[src/rtl/ahb_lite_burst_master.sv]
// ahb_lite_burst_master: AHB-Lite master that turns one command (read/write,
// byte count, start address) into a pipelined INCR burst of word transfers.
// Write data comes from an FWFT source. Read data leaves as a valid-qualified stream.
// A 1KB boundary restarts the burst with NONSEQ.
// Optional build macro AHB_ERR_ABORT_EN: an ERROR response cancels the rest of
// the burst. Without it, the burst runs to the end and the cancelled transfer
// is reissued as NONSEQ.
//
// Handshakes:
//   cmd_req is held by the requester until cmd_req_ack; the ack is a
//   single-cycle pulse, only in IDLE.
//   wd_pop pops the head word in the same cycle that it is copied into HWDATA.
//   rd_valid qualifies rd_data for exactly one cycle per good read beat.
//   cmd_done is a single-cycle pulse, and cmd_err is valid only alongside it.
module ahb_lite_burst_master #(
  parameter int ADDRW     = 32,
  parameter int DATAW     = 32,
  parameter int BYTE_CNTW = 16
) (
  input  logic                 clk,
  input  logic                 rst_n,
  input  logic                 cmd_req,
  input  logic                 cmd_wr,
  input  logic [BYTE_CNTW-1:0] cmd_byte_cnt,
  input  logic [ADDRW-1:0]     cmd_start_addr,
  output logic                 cmd_req_ack,
  output logic                 cmd_done,
  output logic                 cmd_err,
  input  logic [DATAW-1:0]     wd_data,
  output logic                 wd_pop,
  output logic [DATAW-1:0]     rd_data,
  output logic                 rd_valid,
  output logic [ADDRW-1:0]     HADDR,
  output logic [1:0]           HTRANS,
  output logic                 HWRITE,
  output logic [2:0]           HSIZE,
  output logic [2:0]           HBURST,
  output logic [DATAW-1:0]     HWDATA,
  input  logic [DATAW-1:0]     HRDATA,
  input  logic                 HREADY,
  input  logic                 HRESP
);

  localparam int BEAT_BYTES = DATAW / 8;
  localparam int BEAT_SHIFT = (DATAW == 64) ? 3 : 2;
  localparam logic [1:0] TR_IDLE   = 2'b00;
  localparam logic [1:0] TR_NONSEQ = 2'b10;
  localparam logic [1:0] TR_SEQ    = 2'b11;

  typedef enum logic [2:0] {S_IDLE, S_ADDR, S_BURST, S_LAST, S_ERR, S_DONE} state_t;

  state_t               state_q, state_d;
  logic [ADDRW-1:0]     haddr_q, haddr_d;
  logic [1:0]           htrans_q, htrans_d;
  logic                 hwrite_q, hwrite_d;
  logic [DATAW-1:0]     hwdata_q, hwdata_d;
  logic [DATAW-1:0]     rd_data_q, rd_data_d;
  logic                 rd_valid_q, rd_valid_d;
  logic                 cmd_done_q, cmd_done_d;
  logic                 cmd_err_q, cmd_err_d;
  logic                 err_q, err_d;        // sticky: an ERROR was seen in this command
  logic [BYTE_CNTW-1:0] rem_q, rem_d;        // address phases still to be accepted
  logic [BYTE_CNTW-1:0] beats;
  logic [ADDRW-1:0]     addr_next;
  logic                 addr_acc;
  logic                 take_addr;

  assign beats     = cmd_byte_cnt >> BEAT_SHIFT;
  assign addr_next = haddr_q + ADDRW'(BEAT_BYTES);
  // A driven transfer is accepted by the slave whenever HREADY is high.
  assign addr_acc  = HREADY && (htrans_q != TR_IDLE);

  // Next-state and bus-control logic for the command/burst sequencer.
  always_comb begin
    state_d    = state_q;
    haddr_d    = haddr_q;
    htrans_d   = htrans_q;
    hwrite_d   = hwrite_q;
    hwdata_d   = hwdata_q;
    rd_data_d  = rd_data_q;
    rd_valid_d = 1'b0;
    cmd_done_d = 1'b0;
    cmd_err_d  = 1'b0;
    err_d      = err_q;
    rem_d      = rem_q;
    take_addr  = 1'b0;
    case (state_q)
      S_IDLE: begin
        if (cmd_req) begin
          err_d = 1'b0;
          if (beats == '0) begin
            state_d    = S_DONE;
            cmd_done_d = 1'b1;
          end else begin
            state_d  = S_ADDR;
            haddr_d  = cmd_start_addr;
            hwrite_d = cmd_wr;
            htrans_d = TR_NONSEQ;
            rem_d    = beats;
          end
        end
      end
      S_ADDR: take_addr = addr_acc;
      S_BURST, S_LAST: begin
        if (HRESP && !HREADY) begin
          // First ERROR cycle: the held address phase is cancelled or reissued.
          err_d   = 1'b1;
          state_d = S_ERR;
`ifdef AHB_ERR_ABORT_EN
          htrans_d = TR_IDLE;
`else
          htrans_d = (htrans_q != TR_IDLE) ? TR_NONSEQ : TR_IDLE;
`endif
        end else if (HREADY) begin
          if (HRESP) begin
            err_d = 1'b1;
          end else if (!hwrite_q) begin
            rd_valid_d = 1'b1;
            rd_data_d  = HRDATA;
          end
          if (state_q == S_LAST) begin
            state_d    = S_DONE;
            cmd_done_d = 1'b1;
            cmd_err_d  = err_q | HRESP;
          end else begin
            take_addr = addr_acc;
          end
        end
      end
      S_ERR: begin
        if (HREADY) begin
`ifdef AHB_ERR_ABORT_EN
          state_d    = S_DONE;
          cmd_done_d = 1'b1;
          cmd_err_d  = 1'b1;
`else
          if (addr_acc) begin
            take_addr = 1'b1;
          end else begin
            state_d    = S_DONE;
            cmd_done_d = 1'b1;
            cmd_err_d  = 1'b1;
          end
`endif
        end
      end
      S_DONE:  state_d = S_IDLE;
      default: state_d = S_IDLE;
    endcase
    // An accepted address phase advances the burst by one beat.
    if (take_addr) begin
      haddr_d = addr_next;
      rem_d   = rem_q - BYTE_CNTW'(1);
      if (hwrite_q) hwdata_d = wd_data;
      if (rem_q == BYTE_CNTW'(1)) begin
        htrans_d = TR_IDLE;
        state_d  = S_LAST;
      end else begin
        htrans_d = (addr_next[9:0] == 10'd0) ? TR_NONSEQ : TR_SEQ;
        state_d  = S_BURST;
      end
    end
  end

  // State and registered outputs, cleared asynchronously.
  always_ff @(posedge clk or negedge rst_n) begin
    if (!rst_n) begin
      state_q    <= S_IDLE;
      haddr_q    <= '0;
      htrans_q   <= TR_IDLE;
      hwrite_q   <= 1'b0;
      hwdata_q   <= '0;
      rd_data_q  <= '0;
      rd_valid_q <= 1'b0;
      cmd_done_q <= 1'b0;
      cmd_err_q  <= 1'b0;
      err_q      <= 1'b0;
      rem_q      <= '0;
    end else begin
      state_q    <= state_d;
      haddr_q    <= haddr_d;
      htrans_q   <= htrans_d;
      hwrite_q   <= hwrite_d;
      hwdata_q   <= hwdata_d;
      rd_data_q  <= rd_data_d;
      rd_valid_q <= rd_valid_d;
      cmd_done_q <= cmd_done_d;
      cmd_err_q  <= cmd_err_d;
      err_q      <= err_d;
      rem_q      <= rem_d;
    end
  end

  assign cmd_req_ack = rst_n && cmd_req && (state_q == S_IDLE);
  assign wd_pop      = take_addr && hwrite_q;
  assign cmd_done    = cmd_done_q;
  assign cmd_err     = cmd_err_q;
  assign rd_data     = rd_data_q;
  assign rd_valid    = rd_valid_q;
  assign HADDR       = haddr_q;
  assign HTRANS      = htrans_q;
  assign HWRITE      = hwrite_q;
  assign HSIZE       = 3'(BEAT_SHIFT);
  assign HBURST      = 3'b001;
  assign HWDATA      = hwdata_q;

endmodule
[config.mk]
export PLATFORM = sky130hd
export DESIGN_NAME = ahb_lite_burst_master
export DESIGN_NICKNAME = d
export VERILOG_FILES = /design/src/rtl/ahb_lite_burst_master.sv
export SDC_FILE = /design/constraint.sdc
export NUM_CORES = 1
export LEC_CHECK = 0
export ABC_CLOCK_PERIOD_IN_PS = 6350
export CAP_MARGIN = 20
export CORE_ASPECT_RATIO = 1.75
export CORE_MARGIN = 2
export CORE_UTILIZATION = 48
export CTS_CLUSTER_DIAMETER = 60
export DETAILED_ROUTE_END_ITERATION = 8
export PLACE_DENSITY = 0.95
export SKIP_CTS_REPAIR_TIMING = 1
export SYNTH_ARGS = -nofsm -noshare
export SYNTH_HDL_FRONTEND = slang
export SYNTH_SLANG_ARGS = --single-unit
[constraint.sdc]
create_clock -name clk -period 6.35 [get_ports clk]
set_clock_uncertainty 0.2 [all_clocks]
set_input_delay 0.9525 -clock clk [delete_from_list [all_inputs] [get_ports clk]]
set_output_delay 0.9525 -clock clk [all_outputs]
set_load 0.01 [all_outputs]
### Word-level counts from Yosys, hierarchy flattened

Cells that the tools add are included.

* register bits after elaboration: 122
* output and inout bits: 110
* logic and storage cells: 111
* input port bits: 118

* bitwise gates (word level): 5
* reduce and logical (&&, ||, !) cells: 22
* $add $sub $neg: 2
* muxes and demuxes: 54
* equal/unequal tests: 17

Operators with widths (count)
* 32-bit two-way mux: 4
* 16-bit two-way mux: 4
* 32-bit by 3-bit adder with 32-bit output (second input constant): 1
* 1-bit two-way mux: 26
* 3-bit two-way mux: 8
* 3-bit inequality test (second input constant): 7
* 16-bit by 1-bit equality test with 1-bit output (second input constant): 1
* 16-bit logical NOT: 1
* 16-bit by 1-bit subtractor with 16-bit output (second input constant): 1
* 2-bit two-way mux: 6
* 3-bit one-hot mux with 4 select lines: 1
* 10-bit logical NOT: 1
* 4-bit inequality test (second input constant): 2
* 4-bit AND reduction: 2
* 2-bit nonzero test: 4
* 3-bit by 2-bit equality test with 1-bit output (second input constant): 2
* 2-bit inequality test (second input constant): 3
* 1-bit one-hot mux with 3 select lines: 2
* 3-bit AND reduction: 2
* 6-bit AND reduction: 1
* 1-bit logical AND: 5
* 5-bit AND reduction: 1
* 1-bit NOT: 4
* 1-bit one-hot mux with 2 select lines: 2
* 9 further kinds: 9

### Logic depth before layout (Yosys ltp)

Gate-level depths: netlist (run 1).

* depth in word-level cells: 8
* gate-level depth with buffers: 10
* depth with buffers taken out: 7

### Worst setup path before layout (run 1)

OpenSTA, ideal clock, no wires.

* kind: input-to-output
* start point: input HREADY
* end point: output wd_pop
* slack: 3.212 ns
* arrival: 1.986 ns
* path buffers: 3
* data required time: 5.197 ns
* stages on the path: 7
* path through: clkbuf_1 -> o21a_1 -> o211a_1 -> buf_2 -> nand2_1 -> buf_2 -> inv_1

* cells in the longest elaborated chain, start to end: 6
* elaborated cells on any way between the ends: 10
* classes of those cells: 6 x mux; 4 x reduce/logical

Ends and longest elaborated chain
* start, declared: RTL line 40 `input logic HREADY,`
* 1-bit logical AND: RTL line 71 `assign addr_acc = HREADY && (htrans_q != TR_IDLE);`
* 1-bit two-way mux: RTL line 121 `if (state_q == S_LAST) begin`
* 1-bit two-way mux: RTL line 114 `end else if (HREADY) begin`
* 1-bit two-way mux: RTL line 105 `if (HRESP && !HREADY) begin`
* 1-bit one-hot mux with 3 select lines *: RTL line 87 `case (state_q)`
* 1-bit logical AND *: RTL line 195 `assign wd_pop = take_addr && hwrite_q;`
* end, declared: RTL line 30 `output logic wd_pop,`

Mark *: on every way between the ends. The rest lies on a longest branch, timed or not.

### Final worst setup path (run 1)

Ends and elaborated chain as after synthesis.

==> run metrics, run 1 <==
run status finished clean; post-synth top area share 52.1%; Final nets 869; crit end category output pin; drt drc 0; Worst-Margin Slew 1010 ps; max_cap viols 0; Final Cycle Share 63.0%; worst setup margin 2350 ps; DRT Pass-1 Iters 7; final setup violation count 0; Reg-to-Reg Start state_q[0]; number of flops mapped to enable cells by yosys 0; unrepaired setup endpoints after global routing false; starting density of the core 49.1%; CP Class input pin to output pin; die footprint 0.0131 mm²; synth cell count leaders dfrtp_1, nand2_1, mux2_2; Critical Path Start Type input pin; dpl cell area 0.00810 mm²; top cells by area in the synthesized netlist dfrtp_1, mux2_2, nand2_1; pwr dens 492 mW/mm²; DR WL/cell 18.9 µm; CTS clk-pin slew, worst paths 60 ps; CP Capture Point wd_pop; CTS sink count 122; relative slew slack 33.0%; synthesized area 0.00586 mm²; worst-path fanout max 33; I/O pins 228; Synth Flop Type dfrtp_1; hold path startpoint rem_q[15]; Seq/Total Area, Yosys 52.1%; Die W 87.5 µm; first-pass GRT wire length 26000 µm; CTS H-tree lvls 4; Iteration-0 DRC Markers 348; total congestion overflow 0; share of layout cells above drive strength 1 16.1%; Die Ht 150 µm; worst vdd rail ir drop 0.283 mV; Seq cells post-synth 122; Slew Limit Fails 0; minimum clock period 4000 ps; Antenna Cells 0; critical path arrival 2850 ps; asr flop ratio synth 100%; critical path startpoint HREADY; worst min path class flop to flop; cells on worst reg2reg path 5; Hold WS 291 ps; Post-DP HPWL 12300 µm; final hold violations 0; antenna-violating nets left 0; pre-CTS setup slack 2370 ps; Root Driver clkbuf_16; vias in the first global route 5427; cell area after layout 0.00866 mm²; pin count of the biggest net entering global routing 74; Reg-to-Reg End HADDR[10]; required time of the critical path 5200 ps; CTS tree yes; # rows 53; total CTS buffers 17; Fmax 250 MHz; via count 5334; initial antenna violation count 0; Leak Pwr 0.00356 µW; port bufs 219; Yosys warning count 0; area leader, netlist dfrtp_1; Pwr Total 4260 µW; Worst-Skew Late Latency 410 ps; syn_area_per_cell 11.0 µm²; Synth cell types 61; area grow syn2layout 47.9%; Post-Route Setup TNS 0 ps; Bufs on Longest Clock Path 2; WL final 17000 µm; gr usage total 25.5%; most frequent cell after synthesis dfrtp_1; R2R Setup Slk 3520 ps; core area 0.0119 mm²; Synth Instances 533; routability cong. 0.875; Vias per Instance 5.95
==> layer usage <==
layer	GRT usage, %	share of wire, %
met5	0	0
met2	45.5	54
met1	27.5	35
met4	14.5	4.2
met3	4.61	6.7
==> kinds of logic (layout without fill, tap and decap cells) <==
logic type	count (synthesis)	in the layout	share of synthesized area (%)
AND/OR/NAND/NOR	184	184	16.3
AO/OA/AOI/OAI	108	108	13.7
adder cells (fa/ha/maj)	4	4	0.855
buffers and inverters	43	266	3.57
flip-flops	122	122	52.1
other	2	6	0.128
XOR/XNOR	4	4	0.598
multiplexers	66	66	12.7
==> metrics by stage <==
stage          utilization [%]  cells
3_3_place_gp              67.9    865
3_5_place_dp              67.9    865
5_1_grt                   72.6    897
4_1_cts                   72.6    897
6_report                  72.6    897
2_1_floorplan                -    537
==> state kept, by name, indices dropped and copies added (netlist names) <==
register,cells
rd_valid,1
cmd_err,1
HWRITE,1
cmd_done,1
rd_data,32
err_q,1
HTRANS,2
HWDATA,32
state_q,3
HADDR,32
rem_q,16
==> worst min-delay path by stage <==
| stage | slack [ps] | cells after the start | end |
|---|---|---|---|
| floorplan | 260 | 1 | rem_q[15] |
| global placement | 280 | 1 | rem_q[15] |
| detailed placement | 290 | 1 | rem_q[15] |
| CTS | 290 | 1 | rem_q[15] |
| global route | 310 | 1 | HWDATA[13] |
| finish | 290 | 1 | rem_q[15] |
==> worst max-delay path, stage by stage <==
cell and delay [ps]:
clkdlybuf4s50_1 610, o21a_1 190, o211a_1 160, nand2_1 50, buf_4 260, inv_1 90, clkdlybuf4s50_1 530
==> where the power goes <==
| part | switching, µW | total, µW | leakage, µW | internal, µW |
|---|---|---|---|---|
| clock | 349 | 899 | 0.000270 | 550 |
| combinational | 842 | 1880 | 0.00179 | 1030 |
| sequential | 338 | 1490 | 0.00150 | 1150 |
==> placed cells by master (no fill, tap or decap), drive strengths merged, types with 16 or more instances in the layout <==
| cell | n |
|---|---|
| clkdlybuf4s50 | 218 |
| dfrtp | 122 |
| nand2 | 69 |
| mux2 | 65 |
| nand3 | 28 |
| nor2 | 27 |
| o211ai | 26 |
| clkbuf | 19 |
| o21ai | 18 |
| o311ai | 16 |
==> layout make-up <==
cell class / count / area, µm²
Timing Repair Buffer: 224 / 2230
Sequential cell: 122 / 3050
Fill cell: 832 / 3270
Multi-Input combinational cell: 372 / 2610
Clock buffer: 19 / 443
Inverter: 10 / 37.5
Clock inverter: 13 / 120
Tap cell: 137 / 171
No activity file was read; power rests on OpenSTA's default activity.
==> inputs of run 2 (changes only) <==
--- a/config.mk
+++ b/config.mk
@@ -5,14 +5,14 @@
 export SDC_FILE = /design/constraint.sdc
 export NUM_CORES = 1
 export LEC_CHECK = 0
-export ABC_CLOCK_PERIOD_IN_PS = 6350
+export ABC_CLOCK_PERIOD_IN_PS = 3700
 export CAP_MARGIN = 20
 export CORE_ASPECT_RATIO = 1.75
 export CORE_MARGIN = 2
-export CORE_UTILIZATION = 48
+export CORE_UTILIZATION = 44
 export CTS_CLUSTER_DIAMETER = 60
 export DETAILED_ROUTE_END_ITERATION = 8
-export PLACE_DENSITY = 0.95
+export PLACE_DENSITY = 0.92
 export SKIP_CTS_REPAIR_TIMING = 1
 export SYNTH_ARGS = -nofsm -noshare
 export SYNTH_HDL_FRONTEND = slang
==> constraint.sdc (replaced) <==
create_clock -name clk -period 3.7 [get_ports clk]
set_clock_uncertainty 0.2 [all_clocks]
set_input_delay 0.555 -clock clk [delete_from_list [all_inputs] [get_ports clk]]
set_output_delay 0.555 -clock clk [all_outputs]
set_load 0.01 [all_outputs]
==> run 2 against run 1 <==
Compared with the run above: hold slack lost 160 ps; sequential share of layout area shrank 0.31 points; register-to-register slack lost 2700 ps; largest cell class unchanged; worst setup slack lost 1700 ps; wire length grew 0.67%.
==> run metrics, run 2 (same netlist as run 1, synthesis figures left out) <==
critical path arrival 2290 ps (-560 ps); most common cell after layout, fill and taps aside clkdlybuf4s50_1; Die W 91.2 µm (+4.2%); die footprint 0.0143 mm² (+8.8%); vias in the first global route 5431 (+0.074%); WL final 17100 µm (+0.67%); DRT Pass-1 Iters 5 (-2); antenna-violating nets left 0 (unchanged); relative slew slack 31.5% (-1.5 points); starting density of the core 45.3% (-3.8 points); total CTS buffers 17 (unchanged); CTS H-tree lvls 4 (unchanged); CTS clk-pin slew, worst paths 60 ps (about the same); R2R Setup Slk 840 ps (-2680 ps); DR WL/cell 18.3 µm (-3.3%); CTS sink count 122 (unchanged); minimum clock period 3050 ps; fin cells 934 (+4.1%); Slew Limit Fails 0 (unchanged); worst-path fanout max 9 (-73%); final hold violations 0 (unchanged); initial antenna violation count 0 (unchanged); pwr dens 841 mW/mm² (+71%); worst min path class input pin to async pin; WP buf/inv 1 (-3); CP max-delay cell clkdlybuf4s50_1; unrepaired setup endpoints after global routing false; CP peak stage delay 560 ps (-50 ps); cells on worst reg2reg path 5 (unchanged); Bufs on Longest Clock Path 2 (unchanged); Final nets 872 (+0.35%); Vias per Instance 5.65 (-4.9%); Leak Pwr 0.00357 µW (+0.53%); share of layout cells above drive strength 1 16.5% (+0.46 points); I/O pins 228 (unchanged); CTS tree yes; first-pass GRT wire length 27400 µm (+5.5%); core area 0.0129 mm² (+8.4%); # rows 55 (+3.8%); crit path cell chain nor2_1, and3_1, and2_1, clkdlybuf4s50_1; Fmax 328 MHz; run status finished clean; port bufs 219 (unchanged); CP Class flop to output pin; total congestion overflow 0 (unchanged); final setup violation count 0 (unchanged); Die Ht 157 µm (+4.3%); pin count of the biggest net entering global routing 66 (-11%); required time of the critical path 2940 ps (-2260 ps); Worst-Margin Slew 1030 ps (+22.7 ps); area grow syn2layout 49.3%; dpl cells 902 (+4.3%); Antenna Cells 0 (unchanged); via count 5281 (-0.99%); Fill cells 955 (+15%); Worst-Skew Late Latency 410 ps (about the same); family with the most delay on the worst path simple AND/OR/NAND/NOR gates; Critical Path Start Type flop; Final Cycle Share 82.4%; worst vdd rail ir drop 0.417 mV (+48%); drt drc 0 (unchanged); gr usage total 24.2% (-1.3 points); Iteration-0 DRC Markers 220 (-37%); max_cap viols 0 (unchanged); crit end category output pin; commonest non-fill, non-tap cells in the layout clkdlybuf4s50_1, dfrtp_1, nand2_1; Post-Route Setup TNS 0 ps (unchanged); routability cong. 0.848 (-3.1%); CP Depth 4 (-3); Root Driver clkbuf_16; Post-DP HPWL 12600 µm (+2.2%)
-- run 2: cell count changes in the layout (fill, tap and decap cells not counted) --
cell | previous run | this run
buf_4 | 6 | 9
clkinv_2 | 3 | 1
clkinv_4 | 4 | 3
clkbuf_1 | 1 | 0
inv_6 | 2 | 6
-- run 2: path summary, 6_finish.rpt --
kind,endpoint,startpoint
min in group clk,rem_q[15],rem_q[15]
max in group asynchronous,HWDATA[2],rst_n
setup reg to reg,HADDR[10],state_q[0]
setup / recovery,cmd_req_ack,state_q[0]
hold reg to reg,rem_q[15],rem_q[15]
hold / removal,rd_valid,rst_n
-- run 2: where the power goes --
group	internal [µW]	leakage (µW)	switching (µW)
clock network	956	0.000275	648
logic	1790	0.00180	1430
registers	1970	0.00150	561
-- run 2: layout make-up --
class | instances | area [µm²] | share of cell area (%)
Timing Repair Buffer | 227 | 2250 | 25.7
Clock inverter | 14 | 136 | 1.56
Sequential cell | 122 | 3050 | 34.9
Tap cell | 171 | 214 | 2.45
Multi-Input combinational cell | 372 | 2610 | 29.9
Inverter | 10 | 37.5 | 0.429
Clock buffer | 18 | 439 | 5.03
-- run 2: worst reg2reg max path, stage by stage (launching register included) --
cell     delay, ps
dfrtp_1        470
nor2_1         290
and3_1         390
and2_2         880
a21oi_1        170
a221o_1        340
-- run 2: layer usage --
| metal | vias up | share of wire [%] | GRT usage (%) | wire (µm) |
|---|---|---|---|---|
| li1 | 2409 | - | - | - |
| met1 | 2523 | 35 | 26.3 | 6000 |
| met2 | 297 | 54 | 43.9 | 9290 |
| met3 | 52 | 7.0 | 5.87 | 1190 |
| met4 | 0 | 3.5 | 11.4 | 595 |
| met5 | - | 0 | 0 | 0 |
-- run 2: stage by stage --
| step | utilization [%] | power (µW) | cell area, µm² | hold WS (ps) | setup slack [ps] |
|---|---|---|---|---|---|
| 3_3_place_gp | 63.1 | 5570 | 8160 | 271 | 630 |
| 2_1_floorplan | - | 4080 | 5870 | 59.4 | 1360 |
| 5_1_grt | 67.6 | 7790 | 8740 | 214 | 571 |
| 3_5_place_dp | 63.1 | 5760 | 8160 | 290 | 622 |
| 4_1_cts | 67.6 | 7380 | 8740 | 178 | 648 |
| 6_report | 67.6 | 7350 | 8740 | 128 | 652 |
